<file path="config.mk">
export PLATFORM = sky130hd
export DESIGN_NAME = alu_sequencer
export DESIGN_NICKNAME = d
export VERILOG_FILES = /design/src/rtl/alu_sequencer.sv
export SDC_FILE = /design/constraint.sdc
export NUM_CORES = 1
export LEC_CHECK = 0
export ABC_AREA = 1
export CORE_ASPECT_RATIO = 1.25
export CORE_MARGIN = 2
export CORE_UTILIZATION = 23
export DETAILED_ROUTE_END_ITERATION = 6
export GPL_TIMING_DRIVEN = 0
export PLACE_DENSITY = 0.61
export SLEW_MARGIN = 30
export SYNTH_ARGS = -nofsm -noshare
export SYNTH_HDL_FRONTEND = slang
export SYNTH_SLANG_ARGS = --single-unit
</file>
<file path="constraint.sdc">
create_clock -name clk -period 3.3 [get_ports clk]
set_clock_uncertainty 0.05 [all_clocks]
set_input_delay 0.33 -clock clk [delete_from_list [all_inputs] [get_ports clk]]
set_output_delay 0.33 -clock clk [all_outputs]
set_load 0.01 [all_outputs]
</file>
<file path="src/rtl/alu_sequencer.sv">
// alu_sequencer: clocked initiator for the combinational 32-bit ALU (command -> settle -> response).
// Optional reference-model checking with rsp_error when ALU_SEQ_CHECK_EN is defined.
module alu_sequencer #(
  parameter int unsigned SETTLE_CYCLES = 4
) (
  input  logic        clk,
  input  logic        reset,
  input  logic        cmd_valid,
  output logic        cmd_ready,
  input  logic [2:0]  cmd_op,
  input  logic [31:0] cmd_a,
  input  logic [31:0] cmd_b,
  output logic [2:0]  alu_operation,
  output logic [31:0] alu_a,
  output logic [31:0] alu_b,
  input  logic [31:0] alu_out,
  input  logic        alu_overflow,
  output logic        rsp_valid,
  input  logic        rsp_ready,
  output logic [31:0] rsp_result,
  output logic        rsp_overflow,
  output logic        rsp_zero
`ifdef ALU_SEQ_CHECK_EN
  ,
  output logic        rsp_error
`endif
);
  localparam logic [7:0] SETTLE_N = (SETTLE_CYCLES == 0) ? 8'd1 : 8'(SETTLE_CYCLES);
  typedef enum logic [1:0] {IDLE, SETTLE, RESP} state_t;
  state_t      state_q, state_d;
  logic [7:0]  cnt_q, cnt_d;
  logic [2:0]  op_q, op_d;
  logic [31:0] a_q, a_d, b_q, b_d, res_q, res_d;
  logic        ovf_q, ovf_d, zero_q, zero_d;
  logic        load, cap;
  assign load = (state_q == IDLE) && cmd_valid;
  assign cap  = (state_q == SETTLE) && (cnt_q == 8'd1);
  always_comb begin
    state_d = state_q;
    case (state_q)
      IDLE:    state_d = cmd_valid ? SETTLE : IDLE;
      SETTLE:  state_d = (cnt_q == 8'd1) ? RESP : SETTLE;
      RESP:    state_d = rsp_ready ? IDLE : RESP;
      default: state_d = IDLE;
    endcase
    cnt_d  = load ? SETTLE_N : (state_q == SETTLE) ? cnt_q - 8'd1 : cnt_q;
    op_d   = load ? cmd_op : op_q;
    a_d    = load ? cmd_a : a_q;
    b_d    = load ? cmd_b : b_q;
    res_d  = cap ? alu_out : res_q;
    ovf_d  = cap ? alu_overflow : ovf_q;
    zero_d = cap ? (alu_out == 32'd0) : zero_q;
  end
  always_ff @(posedge clk) begin
    if (reset) begin
      state_q <= IDLE;
      cnt_q   <= '0;
      op_q    <= '0;
      a_q     <= '0;
      b_q     <= '0;
      res_q   <= '0;
      ovf_q   <= 1'b0;
      zero_q  <= 1'b0;
    end else begin
      state_q <= state_d;
      cnt_q   <= cnt_d;
      op_q    <= op_d;
      a_q     <= a_d;
      b_q     <= b_d;
      res_q   <= res_d;
      ovf_q   <= ovf_d;
      zero_q  <= zero_d;
    end
  end
  assign cmd_ready     = (state_q == IDLE);
  assign rsp_valid     = (state_q == RESP);
  assign alu_operation = op_q;
  assign alu_a         = a_q;
  assign alu_b         = b_q;
  assign rsp_result    = res_q;
  assign rsp_overflow  = ovf_q;
  assign rsp_zero      = zero_q;
`ifdef ALU_SEQ_CHECK_EN
  logic [31:0] sum, dif, m_res;
  logic        m_ovf, err_d, err_q;
  always_comb begin
    sum = a_q + b_q;
    dif = a_q - b_q;
    case (op_q)
      3'd0:    m_res = sum;
      3'd1:    m_res = dif;
      3'd2:    m_res = a_q ^ b_q;
      3'd3:    m_res = {31'd0, $signed(a_q) < $signed(b_q)};
      3'd4:    m_res = a_q & b_q;
      3'd5:    m_res = ~(a_q & b_q);
      3'd6:    m_res = ~(a_q | b_q);
      default: m_res = a_q | b_q;
    endcase
    // signed overflow: operand signs agree (add) / differ (sub) and result sign flips
    m_ovf = (op_q == 3'd0) ? (a_q[31] == b_q[31]) && (sum[31] != a_q[31]) :
            (op_q == 3'd1) ? (a_q[31] != b_q[31]) && (dif[31] != a_q[31]) : 1'b0;
    err_d = cap ? ((m_res != alu_out) || ((op_q[2:1] == 2'b00) && (m_ovf != alu_overflow))) : err_q;
  end
  always_ff @(posedge clk) begin
    if (reset) err_q <= 1'b0;
    else       err_q <= err_d;
  end
  assign rsp_error = err_q;
`endif
endmodule

</file>
# After elaboration in Yosys (flattened, before gate mapping)
# Cells that the tools add are included.
# word_totals
ramBits,0
inputBits,104
mem_count,0
output_inout_bits,103
word_cells,25
ff_bits,111
romBits,0
latch_bits,0
# op_classes
magnitude_cmp,0
n_mux,6
n_div,0
n_bitwise,0
n_reduce_logical,6
eq_ne,3
mul,0
shifts,0
n_addsub,1
# op_table
operator,count
$logic_not 32->1,1
$eq 8x1->1 const B,1
$sub 8x1->8 const B,1
$mux 3,2
$pmux 2 s3,1
$mux 2,2
$eq 2x1->1 const B,1
$eq 2x2->1 const B,1
$logic_and 1x1->1,2
$logic_not 2->1,1
$reduce_bool 2->1,1
$reduce_or 2->1,1
$mux 1,1

# Longest topological paths before layout
# Gate-level depths: netlist of run 1.
# logic_depth
ltp_word,3
mapped_depth,9
mapped_depth_nobuf,9

# Worst setup path after synthesis of run 1
# No wires, ideal clock.
# synth_timing
kind,register -> register
start,register cnt_q[1]
end,register res_q[1] (netlist: rsp_result[1])
path_slack_ns,1.993
stages_incl_launch_ff,9
t_required_ns,3.186
path_buffers,2
setup_time_ns,0.064
t_arrival_ns,1.193
synth_period_minus_slack_ns,1.307
cell_sequence,dfxtp_1 > inv_1 > ha_1 > nand2_1 > nor3_2 > buf_4 > buf_6 > a21oi_1 > nor2_1
# synth_via
elab_chain_len,2
# synth_rtl
item,line,source
"start, declared",31,"logic [7:0] cnt_q, cnt_d;"
"start signal, assigned",66,cnt_q <= cnt_d;
$eq 8x1->1,37,assign cap = (state_q == SETTLE) && (cnt_q == 8'd1);
$logic_and 1x1->1,37,
"end signal, assigned",70,res_q <= res_d;
"end, declared",33,"logic [31:0] a_q, a_d, b_q, b_d, res_q, res_d;"
# Every way passes these cells.
# A chain may end at the register's enable or synchronous reset.

# Worst setup path after layout of run 1
# layout_timing
start,register state_q[1]
end,output port rsp_valid
# layout_via
elab_chain_len,1
# layout_rtl
item,line,source
"start, declared",30,"state_t state_q, state_d;"
"start signal, assigned",65,state_q <= state_d;
$eq 2x2->1,76,assign rsp_valid = (state_q == RESP);
"end, declared",18,"output logic rsp_valid,"
# Every way passes these cells.

==> flow_summary_export.csv, run 1 <==
group,metric,value,unit
outcome,status,"complete, no violations",
placement,hpwl,10400,um
critical_path,critPathArrivalTime,1530,ps
clock_network,clock_path_buffers,2,
global_routing,gr-total-overflow,0,
layout,final_util,0.375,
route,wirelength,13700,um
timing,fin_setup_tns,0,ps
global_routing,grt_pass1_vias,4237,
timing,relSlewSlack,0.579,
global_routing,grt_antenna_before_repair,1,
pwr,switchingPower,0.902,mW
clock_network,cts_tree,"built",
route,vias,4446,
critical_path,cpLargestDelayFamily,"buffers and inverters",
critical_path,end_kind,"output port",
yosys,ys_seq_elements,111,
floorplanning,dieArea,0.0201,mm^2
clock_network,cts_root_buffer,"clkbuf_16",
yosys,yosysTopAreaCell,"dfxtp_1",
clock_network,cts-htree-levels,3,
yosys,synth_cell_types,20,
yosys,synth.area.top_cells,"dfxtp_1, nor2_1, o21ai_0, nand3b_1, nand2_1",
pwr,intPower,2.31,mW
timing,finalHoldViolCount,0,
clock_network,cts.sinks,111,
clock_network,cts_hold_buf,0,
clock_network,cts_buffers,9,
layout,area_delta_synth_final,60.1,%
critical_path,path_cells,"inv_1 > nor2_1 > clkdlybuf4s50_1",
layout,nNetsFinal,913,
yosys,synth_cells,590,
flow_run,cap_violations,0,
floorplanning,die_h,158,um
yosys,syn_nets,696,
pwr,leakage,2.72,nW
timing,max_freq,522,MHz
timing,setup_viol,0,
floorplanning,die_x,127,um
global_routing,grt_max_degree,20,
floorplanning,rows,56,
yosys,synth_top_area_frac,0.508,
timing,period_minus_slack,1910,ps
pwr,max-vdd-ir-drop,0.221,mV
clock_network,clock_latency,350,ps
critical_path,worstPathRequired,2920,ps
clock_network,ctsResizeCount,0,
floorplanning,initial_utilization,0.234,
timing,slew_viol_final,0,
critical_path,worst_path_max_delay_cell,"clkdlybuf4s50_1",
pwr,pwr-share-comb,0.206,
pwr,clock_power_share,0.334,
global_routing,grt_pass1_wl,21400,um
timing,rsz0062_at_grt,"no",
layout,drive_above_1_share,0.0517,
yosys,avgSynthCellArea,7.42,um^2
yosys,yosys_warnings,0,
critical_path,startpoint_type,"register",
floorplanning,core_area,0.0187,mm^2
pwr,seqPwrFrac,0.460,
route,dr.first_iter.drc_count,142,
worst_hold_path,hold_class,"reg -> reg",
pwr,switching_share,0.281,
route,drc,0,
critical_path,worstSetupPathType,"reg -> out",
route,via_per_inst,4.26,
pwr,power_density,458,mW/mm^2
critical_path,max_stage_delay,610,ps
clock_network,clkTransAtPathRegs,70,ps
route,routedWlPerCell,13.1,um
clock_network,postCtsSetupBuffers,0,
global_routing,grtUsageTotal,0.136,
floorplanning,io_pins,207,
route,ant_nets,0,
placement,io_buffers,206,
critical_path,crit_buf_inv,2,
critical_path,path_max_fanout,3,
route,dr.pass1.iters,4,
yosys,ys_seq_area_frac,0.508,
placement,gp_congestion,0.729,
timing,min_period_over_period,0.580,
yosys,netlist_area,0.00438,mm^2
layout,diodes,0,
timing,tightest_slew,632,ps
cell usage after synthesis, drive strengths merged:
master  count
o21ai      69
inv        19
buf        17
dfxtp     111
nor3        1
nand3       3
xor2        2
nand3b     33
a21oi      38
clkbuf     22
nand4       2
nor2      210
ha          2
nand2      61
flip-flops by register name, summed over array words and instances (netlist names):
signal	flops
rsp_zero	1
alu_a	32
alu_operation	3
rsp_overflow	1
alu_b	32
state_q	2
rsp_result	32
cnt_q	8
path summary, 6_finish.rpt:
check / slack (ps) / cells after the start / start / end
max reg2reg: 1700 / 7 / state_q[0] / cnt_q[3]
max: 1390 / 3 / state_q[1] / rsp_valid
min: 430 / 2 / rsp_result[7] / rsp_result[7]
min reg2reg: 430 / 2 / rsp_result[7] / rsp_result[7]
cells by family (layout without fill, tap and decap cells):
family                   count (synthesis)  after routing  share of synthesized area
AND/OR/NAND/NOR                        310            310                      0.300
adder cells (fa/ha/maj)                  2              2                    0.00572
XOR/XNOR                                 2              2                    0.00400
flip-flops                             111            111                      0.508
AO/OA/AOI/OAI                          107            107                      0.122
buffers and inverters                   58            280                     0.0601
through the flow:
| step | instance area, um^2 | total power [mW] | instances | setup WS (ps) | hold WS (ps) |
|---|---|---|---|---|---|
| after floorplan | 4380 | 1.80 | 590 | 1990 | 349 |
| after global placement | 6730 | 2.17 | 1028 | 979 | 411 |
| after global routing | 7010 | 3.39 | 1044 | 1250 | 455 |
| after CTS | 7010 | 3.26 | 1044 | 1330 | 437 |
| after detailed placement | 6730 | 2.18 | 1028 | 960 | 418 |
| final | 7010 | 3.21 | 1044 | 1390 | 431 |
worst reg2reg max path, stage by stage, from the launching register on:
cell	delay, ps
dfxtp_1	340
nor2_2	220
nand2_2	120
inv_2	150
buf_2	290
nor2_2	90
inv_1	160
nor2_1	80
placed cells by master (no fill, tap or decap), drive strengths merged:
cell | Yosys | final
a21oi | 38 | 38
buf | 17 | 17
clkbuf | 22 | 32
clkdlybuf4s50 | 0 | 206
clkinv | 0 | 1
clkinvlp | 0 | 1
dfxtp | 111 | 111
ha | 2 | 2
inv | 19 | 23
nand2 | 61 | 61
nand3 | 3 | 3
nand3b | 33 | 33
nand4 | 2 | 2
nor2 | 210 | 210
nor3 | 1 | 1
o21ai | 69 | 69
xor2 | 2 | 2
power groups by stage:
| stage | clock network [mW] | logic, mW | registers [mW] |
|---|---|---|---|
| after floorplan | 0 | 0.257 | 1.55 |
| after global placement | 0 | 0.669 | 1.51 |
| after detailed placement | 0 | 0.668 | 1.51 |
| after CTS | 1.11 | 0.672 | 1.48 |
| after global routing | 1.17 | 0.735 | 1.49 |
| final | 1.07 | 0.660 | 1.48 |
final cells by class:
cell class | count | area [um^2]
fill | 1970 | 11700
sequential | 111 | 2220
timing repair buffer | 206 | 2060
multi-input combinational | 421 | 1890
tap | 232 | 290
clock buffer | 10 | 229
buffer | 39 | 191
inverter | 19 | 71.3
clock inverter | 6 | 50.0
per-layer routing:
metal  part of all wire  global-route usage  vias to the layer above
met2               0.46               0.232                      166
met3               0.10              0.0581                       17
li1                   -                   -                     2311
met5            0.00095                   0                        -
met4              0.012              0.0392                        2
met1               0.42               0.154                     1950
Note: power is estimated with default switching activity, not from simulation.
==> run 2, diff against run 1 <==
PLACE_DENSITY = 0.63   (was 0.61)
clock period = 1.7 ns   (was 3.3 ns; I/O delays follow)
==> run 2 against run 1 <==
  * Clock power up 140%
  * Register-to-register slack worse by 1500 ps
  * Critical endpoint is now rsp_result[3]
  * Cell count unchanged
  * Largest cell class unchanged
==> flow_summary_export.csv, run 2 (same netlist as run 1, synthesis figures left out) <==
group,metric,value,unit
outcome,status,"complete, no violations",
global_routing,grt_max_degree,21,
layout,regArea,0.00222,mm^2
timing,period_minus_slack,1540,ps
pwr,max-vdd-ir-drop,0.473,mV
worst_hold_path,hold_class,"in -> reg",
placement,gp_congestion,0.755,
clock_network,cts_tree,"built",
critical_path,worstSetupPathType,"reg -> reg",
pwr,pwr-share-comb,0.192,
placement,dp_slack,-571,ps
floorplanning,rows,56,
critical_path,critPathArrivalTime,1780,ps
clock_network,clock_path_buffers,2,
layout,nNetsFinal,913,
route,dr.first_iter.drc_count,209,
critical_path,rrSetupSlack,160,ps
layout,drive_above_1_share,0.0567,
floorplanning,initial_utilization,0.234,
route,via_per_inst,4.27,
flow_run,cap_violations,0,
pwr,leakage,2.77,nW
placement,hpwl,10400,um
clock_network,clock_latency,360,ps
pwr,switching_share,0.265,
global_routing,grt_pass1_vias,4275,
global_routing,grt_antenna_before_repair,1,
critical_path,r2r_start,"cnt_q[0]",
global_routing,grt_pass1_wl,21500,um
pwr,fin_total_pwr,6.72,mW
route,dr.pass1.iters,4,
floorplanning,io_pins,207,
floorplanning,dieArea,0.0201,mm^2
pwr,clock_power_share,0.381,
timing,finalHoldViolCount,0,
critical_path,startpoint_type,"register",
worst_hold_path,hp-start,"cmd_b[23]",
timing,relSlewSlack,0.692,
pwr,intPower,4.94,mW
critical_path,end_kind,"register",
timing,setup_ws,161,ps
route,drc,0,
layout,fillers,1973,
pwr,power_density,945,mW/mm^2
timing,max_freq,650,MHz
clock_network,clkTransAtPathRegs,80,ps
timing,slew_viol_final,0,
critical_path,startpoint,"cnt_q[0]",
clock_network,cts_root_buffer,"clkbuf_16",
global_routing,gr-total-overflow,0,
layout,layout_commonest_cell,"nor2_1",
floorplanning,die_x,127,um
clock_network,postCtsSetupBuffers,0,
route,ant_nets,0,
critical_path,path_max_fanout,10,
route,routedWlPerCell,13.1,um
clock_network,cts_buffers,9,
clock_network,cts.sinks,111,
layout,final_cell_mix,"nor2_1, clkdlybuf4s50_1, dfxtp_1, o21ai_0, nand2_1",
timing,rsz0062_at_grt,"yes",
timing,tightest_slew,463,ps
layout,diodes,0,
floorplanning,die_h,158,um
route,wirelength,13700,um
route,vias,4456,
pwr,switchingPower,1.78,mW
floorplanning,core_area,0.0187,mm^2
layout,area_delta_synth_final,62.4,%
layout,multi_input_area,0.00190,mm^2
timing,min_period_over_period,0.905,
placement,place_area,0.00673,mm^2
placement,io_buffers,206,
timing,fin_setup_tns,0,ps
global_routing,grtUsageTotal,0.135,
clock_network,cts-htree-levels,3,
layout,design_area,0.00711,mm^2
critical_path,worstPathRequired,1940,ps
timing,setup_viol,0,
timing,hold_slack,357,ps
pwr,seqPwrFrac,0.427,
[run 2: changes by cell type in the layout (fill, tap and decap cells not counted), sizes merged]
cell,previous run,this run
bufinv,0,3
clkinvlp,1,0
clkdlybuf4s50,206,204
inv,23,22
clkbuf,32,31
dlygate4sd2,0,2
[run 2: path summary, 6_finish.rpt]
check / endpoint / depth (start not counted)
min reg2reg: rsp_result[7] / 2
max: rsp_result[3] / 7
max reg2reg: rsp_result[3] / 7
min: alu_b[23] / 3
[run 2: layer usage]
metal	up-vias	track usage	part of all wire
met3	17	0.0524	0.10
met1	1954	0.153	0.42
met2	169	0.229	0.46
met4	2	0.0555	0.017
li1	2314	-	-
met5	-	0	0.00058
[run 2: area by class of cell]
cell class	instances	area share
repair buffers	206	0.290
well taps	232	0.0409
multi-input cells	421	0.268
plain buffers	39	0.0278
clock inverters	7	0.0194
inverters	19	0.0100
clock buffers	9	0.0317
flip-flops and latches	111	0.313
[run 2: critical path, stage by stage (launching register included)]
cell     delay [ps]
dfxtp_1         390
ha_1            200
nand2_1          90
nor3_4          180
buf_4           220
buf_6           160
a21oi_1          70
nor2_1          120
[run 2: repair_timing]
item,4_1_cts,5_1_grt
hold buffers,0,0
resized for setup,5,5
cloned,0,0
setup endpoints to repair,87,26
[run 2: through the flow]
| stage | utilization | instances |
|---|---|---|
| after detailed placement | 0.360 | 1028 |
| after global placement | 0.360 | 1028 |
| after floorplan | - | 590 |
| final | 0.380 | 1044 |
| after CTS | 0.379 | 1044 |
| after global routing | 0.380 | 1044 |
[run 2: power by group through the flow]
| stage | registers (mW) | logic (mW) | clock network, mW |
|---|---|---|---|
| 2_1_floorplan | 3.00 | 0.498 | 0 |
| 5_1_grt | 2.89 | 1.43 | 2.73 |
| 6_report | 2.87 | 1.29 | 2.56 |
| 3_5_place_dp | 2.93 | 1.30 | 0 |
| 4_1_cts | 2.87 | 1.31 | 2.64 |
| 3_3_place_gp | 2.93 | 1.30 | 0 |
==> run 3, diff against run 2 <==
--- a/constraint.sdc
+++ b/constraint.sdc
@@ -4,2 +4,2 @@
 set_output_delay 0.17 -clock clk [all_outputs]
-set_load 0.01 [all_outputs]
+set_load 0.05 [all_outputs]
==> run 3 against run 2 <==
  * Die area stayed put
  * Sequential power hardly changed
  * Clock power is essentially flat
  * Maximum frequency is 1.8% lower
  * Largest power group unchanged
==> flow_summary_export.csv, run 3 (same netlist as run 1, synthesis figures left out) <==
group,metric,value,unit
outcome,status,"complete, no violations",
critical_path,critPathArrivalTime,1350,ps
critical_path,worstSetupPathType,"reg -> out",
floorplanning,die_x,127,um
timing,min_period_over_period,0.921,
timing,finalHoldViolCount,0,
placement,hpwl,10400,um
route,ant_nets,0,
clock_network,cts_root_buffer,"clkbuf_16",
clock_network,cts_buffers,9,
placement,dp_slack,-571,ps
clock_network,clkTransAtPathRegs,80,ps
floorplanning,core_area,0.0187,mm^2
timing,tightest_slew,572,ps
timing,max_freq,638,MHz
global_routing,grt_antenna_before_repair,1,
route,vias,4457,
route,dr.pass1.iters,4,
critical_path,r2r_start,"state_q[0]",
layout,fin_cells,1044,
critical_path,worstPathRequired,1480,ps
worst_hold_path,hold_class,"in -> reg",
route,wirelength,13700,um
critical_path,end_kind,"output port",
route,dr.first_iter.drc_count,194,
route,routedWlPerCell,13.1,um
floorplanning,rows,56,
floorplanning,dieArea,0.0201,mm^2
worst_hold_path,hp-start,"cmd_b[23]",
critical_path,path_max_fanout,4,
global_routing,grt_pass1_vias,4302,
pwr,max-vdd-ir-drop,0.480,mV
placement,gp_congestion,0.755,
floorplanning,die_h,158,um
timing,setup_viol,0,
layout,design_area,0.00699,mm^2
timing,period_minus_slack,1570,ps
clock_network,clock_path_buffers,2,
flow_run,cap_violations,0,
pwr,fin_total_pwr,7.09,mW
layout,layout_commonest_cell,"nor2_1",
layout,final_cell_mix,"nor2_1, dfxtp_1, clkdlybuf4s50_1, dlygate4sd2_1",
clock_network,cts-htree-levels,3,
layout,diodes,0,
global_routing,grtUsageTotal,0.136,
clock_network,cts.sinks,111,
layout,final_util,0.373,
pwr,power_density,1010,mW/mm^2
floorplanning,initial_utilization,0.234,
floorplanning,io_pins,207,
global_routing,grt_pass1_wl,21600,um
placement,io_buffers,206,
route,drc,0,
timing,setup_ws,134,ps
placement,dp.cells,1028,
critical_path,startpoint,"state_q[0]",
pwr,leakage,3.17,nW
layout,drive_above_1_share,0.0640,
placement,place_area,0.00673,mm^2
timing,relSlewSlack,0.620,
global_routing,grt_max_degree,21,
global_routing,gr-total-overflow,0,
layout,area_delta_synth_final,59.7,%
timing,slew_viol_final,0,
route,via_per_inst,4.27,
clock_network,cts_tree,"built",
layout,nNetsFinal,913,
critical_path,startpoint_type,"register",
clock_network,clock_latency,360,ps
## run 3: changes by cell type in the layout (fill, tap and decap cells not counted), sizes merged
cell / change
clkdlybuf4s15: +1
clkbuf: +2
buf: -1
dlygate4sd2: +99
clkdlybuf4s50: -101
## run 3: layer usage
metal	global-route usage	routed length, um	vias up
met5	0	8	-
met4	0.0555	238	2
li1	-	-	2318
met3	0.0520	1330	17
met1	0.153	5810	1951
met2	0.232	6330	169
## run 3: final cells by class
class	count	area, um^2
clock buffers	9	225
fillers	2022	11700
repair buffers	206	1930
clock inverters	7	138
plain buffers	39	211
multi-input cells	421	1900
well taps	232	290
inverters	19	71.3
flip-flops and latches	111	2220
## run 3: stage by stage
stage	TNS [ps]	hold WS, ps
2_1_floorplan	0	189
3_5_place_dp	-37460	418
3_3_place_gp	-33600	410
5_1_grt	-1.48	369
6_report	0	358
4_1_cts	0	343
## run 3: power by group
part           internal, mW  switching, mW
Combinational         0.572           1.10
Clock                  1.48           1.08
Sequential             2.78         0.0868
## run 3: worst paths after layout
check             endpoint  slack, ps  cells past startpoint
min reg2reg  rsp_result[7]        430                      2
max reg2reg      alu_b[14]        150                      6
max              cmd_ready        130                      2
min              alu_b[23]        360                      3
## run 3: repair_timing
item | in CTS | in global routing
endpoints found under the setup margin | 188 | 38
endpoints found under the hold margin | 0 | 0
buffers inserted | 0 | 0
cloned | 0 | 0
hold buffers | 0 | 0
resized for setup | 109 | 18
## run 3: critical path: stages (launching register included)
cell and delay, ps:
dfxtp_1 350, nor2_2 230, clkdlybuf4s15_2 420
